## src/rtl/ppd.sv

```systemverilog
`default_nettype none
// ============================================================================
// Module   : ppd
// Purpose  : Streaming prefix-difference unit. It recovers per-lane element
//            values from beats of lane-parallel running totals.
// Revision : 1.0 - initial release
// ============================================================================
module ppd #(
   parameter int NW = 5,
   parameter int IW = 6,
   parameter int OW = 4,
   parameter int BW = 8
) (
   input  logic          clk,
   input  logic          rst,
   input  logic          in_valid,
   output logic          in_ready,
   input  logic [IW-1:0] in_sum [1<<NW],
   input  logic          in_last,
   output logic          out_valid,
   input  logic          out_ready,
   output logic [OW-1:0] out_data [1<<NW],
   output logic          out_last,
   output logic          out_ovf,
   output logic [BW-1:0] out_beat
);

   localparam int N = 1 << NW;

   logic [IW-1:0] d [N];
   logic          accept;
   logic          ovf;

   logic          out_valid_q, out_valid_d;
   logic [OW-1:0] out_data_q [N];
   logic [OW-1:0] out_data_d [N];
   logic          out_last_q, out_last_d;
   logic          out_ovf_q, out_ovf_d;
   logic [BW-1:0] out_beat_q, out_beat_d;
   logic [IW-1:0] carry_q, carry_d;
   logic [BW-1:0] cnt_q, cnt_d;

   // Lane differences; lane 0 subtracts the last total of the previous beat.
   always_comb begin
      in_ready = !out_valid_q || out_ready;
      accept   = in_valid && in_ready;
      d[0]     = in_sum[0] - carry_q;
      for (int i = 1; i < N; i++) begin
         d[i] = in_sum[i] - in_sum[i-1];
      end
      ovf = 1'b0;
      for (int i = 0; i < N; i++) begin
         ovf = ovf | ((d[i] >> OW) != '0);
      end
   end

   always_comb begin
      out_valid_d = out_valid_q;
      out_data_d  = out_data_q;
      out_last_d  = out_last_q;
      out_ovf_d   = out_ovf_q;
      out_beat_d  = out_beat_q;
      carry_d     = carry_q;
      cnt_d       = cnt_q;
      if (accept) begin
         out_valid_d = 1'b1;
         for (int i = 0; i < N; i++) begin
            out_data_d[i] = d[i][OW-1:0];
         end
         out_last_d = in_last;
         out_ovf_d  = ovf;
         out_beat_d = cnt_q;
         if (in_last) begin
            carry_d = '0;
            cnt_d   = '0;
         end else begin
            carry_d = in_sum[N-1];
            cnt_d   = cnt_q + BW'(1);
         end
      end else if (out_ready) begin
         out_valid_d = 1'b0;
      end
   end

   always_ff @(posedge clk) begin
      if (rst) begin
         out_valid_q <= 1'b0;
         for (int i = 0; i < N; i++) begin
            out_data_q[i] <= '0;
         end
         out_last_q <= 1'b0;
         out_ovf_q  <= 1'b0;
         out_beat_q <= '0;
         carry_q    <= '0;
         cnt_q      <= '0;
      end else begin
         out_valid_q <= out_valid_d;
         out_data_q  <= out_data_d;
         out_last_q  <= out_last_d;
         out_ovf_q   <= out_ovf_d;
         out_beat_q  <= out_beat_d;
         carry_q     <= carry_d;
         cnt_q       <= cnt_d;
      end
   end

   assign out_valid = out_valid_q;
   assign out_data  = out_data_q;
   assign out_last  = out_last_q;
   assign out_ovf   = out_ovf_q;
   assign out_beat  = out_beat_q;

endmodule
`default_nettype wire

```

## config.mk

```make
export PLATFORM = sky130hd
export DESIGN_NAME = ppd
export DESIGN_NICKNAME = d
export VERILOG_FILES = /design/src/rtl/ppd.sv
export SDC_FILE = /design/constraint.sdc
export NUM_CORES = 1
export LEC_CHECK = 0
export BUFFER_PORTS_ARGS = -buffer_cell sky130_fd_sc_hd__clkbuf_2
export CORE_ASPECT_RATIO = 0.75
export CORE_UTILIZATION = 58
export CTS_CLUSTER_DIAMETER = 50
export CTS_CLUSTER_SIZE = 24
export DETAILED_ROUTE_END_ITERATION = 8
export PLACE_DENSITY = 0.87
export SLEW_MARGIN = 20
export SYNTH_ARGS = -nofsm -noshare
export SYNTH_HDL_FRONTEND = slang
export SYNTH_SLANG_ARGS = --single-unit
export TNS_END_PERCENT = 1
```

## constraint.sdc

```tcl
create_clock -name clk -period 7.1 [get_ports clk]
set_clock_uncertainty 0.15 [all_clocks]
set_input_delay 2.13 -clock clk [delete_from_list [all_inputs] [get_ports clk]]
set_output_delay 2.13 -clock clk [all_outputs]
set_load 0.02 [all_outputs]
```

==> flow_summary.ini <==
[timing]
setup-tns-final_ns = 0
drv_slew = 0
period_needed_ns = 4.886
setup_viol = 0
slew_headroom_pct = 32.54
max_freq_mhz = 204.7
rsz0062_at_grt = false
finalCritPeriodShare_pct = 68.81
worst_slack_ns = 2.214
whs_ns = 0.3050
hold_violations = 0
worst_slew_pin_slew_ns = 0.9864

[layout]
area_growth_syn_to_layout_pct = 20.41
drive_gt1_share_pct = 20.54
final_cells = 2147
multi_input_area_um2 = 8217
design_area_um2 = 14660
antennaDiodeCount = 0
layout.area.seq_um2 = 3063
finish.net_count = 2242
n_fill_cell = 1616

[cts]
htreeDepth = 4
cts.clk_slew.worst_paths_ns = 0.07
cts_resized = 0
post-cts-setup-buffer-count = 0
hold_buffers = 0
cts_buffers = 17
clock_latency_ns = 0.44
clockBufferDepth = 2
ctsRootBufferMaster = clkbuf_16
cts_tree = yes
clock_sinks = 153

[synthesis]
synthTopCellsByArea = dfxtp_1, ha_1, inv_1
synth_fp_nets = 1930
yosysUniqueCellTypes = 62
synth_top_area_share_pct = 25.16
netlist_instances = 1540
yosysMostFrequentCell = inv_1
synth_edf_count = 0
yosysTopAreaCell = dfxtp_1
synth_commonest_cells = inv_1, ha_1, dfxtp_1, nor2_1, a21oi_1
yosysWarningCount = 0
ys.flop_type = dfxtp_1
ys_seq_area_share_pct = 25.16
synthArstFlopShare_pct = 0
synth_area_um2 = 12180
avgSynthCellArea_um2 = 7.906
ys_seq_elements = 153

[setup_path]
worstReg2RegStart = carry_q[0]
max_stage_delay_ns = 0.21
cp_max_fo = 4
crit_slowest_cell = clkbuf_2
r2r_slack_ns = 4.55
setup.worst_path.end_class = output port
reg2reg_to = out_ovf
cpMostUsedCell = clkbuf_2
path_cells = clkbuf_2 > nand2b_1 > clkbuf_2
start_kind = primary input
critPathRequiredTime_ns = 4.82
reg2reg_depth = 9
cp.arrival_ns = 2.61
critical_path_class = primary input to output port

[route]
drt_iter0_markers = 980
wl_met2_um = 17860
routed.top_layer = met4
drc_errors = 0
vias = 12710
dr_wl_met3_um = 3680
wl_met1_um = 17920
firstDrtPassIters = 6
vias_per_cell = 5.920
ant_nets = 0
wl_um = 41060
wl_per_cell_um = 19.13

[place]
post-place-ws_ns = 2.220
place_inst = 2115
gp_congestion = 1.015
postPlaceCellArea_um2 = 14060
hpwl_um = 33680
io_buffers = 336

[min_path]
hold-path-endpoint = out_data[19]
hp-start = out_data[19]
holdPathStages = 2
holdCritPathClass = flop to flop

[global_routing]
grt_pass1_vias = 12110
grt_use_total_pct = 37.96
grt_overflow = 0
grt_pass1_wl_um = 63650
grt_antenna_before_repair = 0
grt_max_degree = 87

[power_and_ir_drop]
ir_drop_v = 0.0001210
pwr_density_cell_nw_per_um2 = 195.9
power.leakage_nw = 7.275

[die]
die_x_um = 169.3
io-pin-count = 337
initial_core_util_pct = 59.74
rows = 45
dieArea_um2 = 21580
chipHeight_um = 127.5
core_area_um2 = 20380

[status]
status = completed

[job]
max_cap_viol_count = 0
==> cell usage in the layout (no fill, tap or decap), types with 35 or more instances in the layout <==
master    synthesis  layout
a211oi_1         82      82
a21oi_1         129     129
clkbuf_2          0     335
dfxtp_1         153     153
ha_1            161     161
inv_1           188     188
nand2_1          92      91
nand2b_1         63      63
nand3_1          37      37
nor2_1          153     153
nor2b_1          35      35
nor3_1           61      61
o21ai_0          55      55
xor2_1           44      44
==> kinds of logic after synthesis <==
logic type | after synthesis | synth area share (%)
AND/OR/NAND/NOR | 525 | 21.31
AO/OA/AOI/OAI | 355 | 18.56
buffers and inverters | 236 | 7.440
adder cells (fa/ha/maj) | 193 | 21.81
flip-flops | 153 | 25.16
XOR/XNOR | 73 | 5.313
multiplexers | 5 | 0.4111
==> how the worst max path moves through the flow <==
stage                   start        to  slack (ns)  depth (start not counted)
detailed placement  out_ready  in_ready        2.22                          3
floorplan           out_ready  in_ready        2.45                          1
finish              out_ready  in_ready        2.21                          3
CTS                 out_ready  in_ready        2.22                          3
global route        out_ready  in_ready        2.18                          3
global placement    out_ready  in_ready        2.23                          3
==> metrics by stage <==
step / power (mW) / utilization [%]
2_1_floorplan: 1.594 / -
3_3_place_gp: 1.904 / 68.98
3_5_place_dp: 1.933 / 68.98
4_1_cts: 2.857 / 71.93
5_1_grt: 3.005 / 71.93
6_report: 2.872 / 71.93
==> area by class of cell <==
type                       instances  share of cell area [%]
timing repair buffer             341                   11.74
clock inverter                    15                   1.195
inverter                         188                   4.814
sequential                       153                   20.89
tap                              282                   2.407
clock buffer                      17                   2.902
multi-input combinational       1151                   56.05
==> power by group <==
part | switching, mW | internal [mW] | total, mW
Combinational | 0.602 | 0.370 | 0.972
Sequential | 0.0381 | 0.927 | 0.965
Clock | 0.459 | 0.476 | 0.935
==> registers in the layout (all words and copies together) (netlist names) <==
name       count
carry_q        6
cnt_q          8
out_beat       8
out_data     128
out_last       1
out_ovf        1
out_valid      1
==> worst max-delay path, delay by kind of cell <==
family	cells	cell delay, ns
buf+inv	2	0.28
simple gates	1	0.20
==> metal layers <==
layer	GRT usage, %	vias to the layer above
met3	8.891	117
met4	14.79	0
met1	50.34	5955
li1	-	6003
met5	0	-
met2	59.82	636
Note: power is estimated with default switching activity, not from simulation.
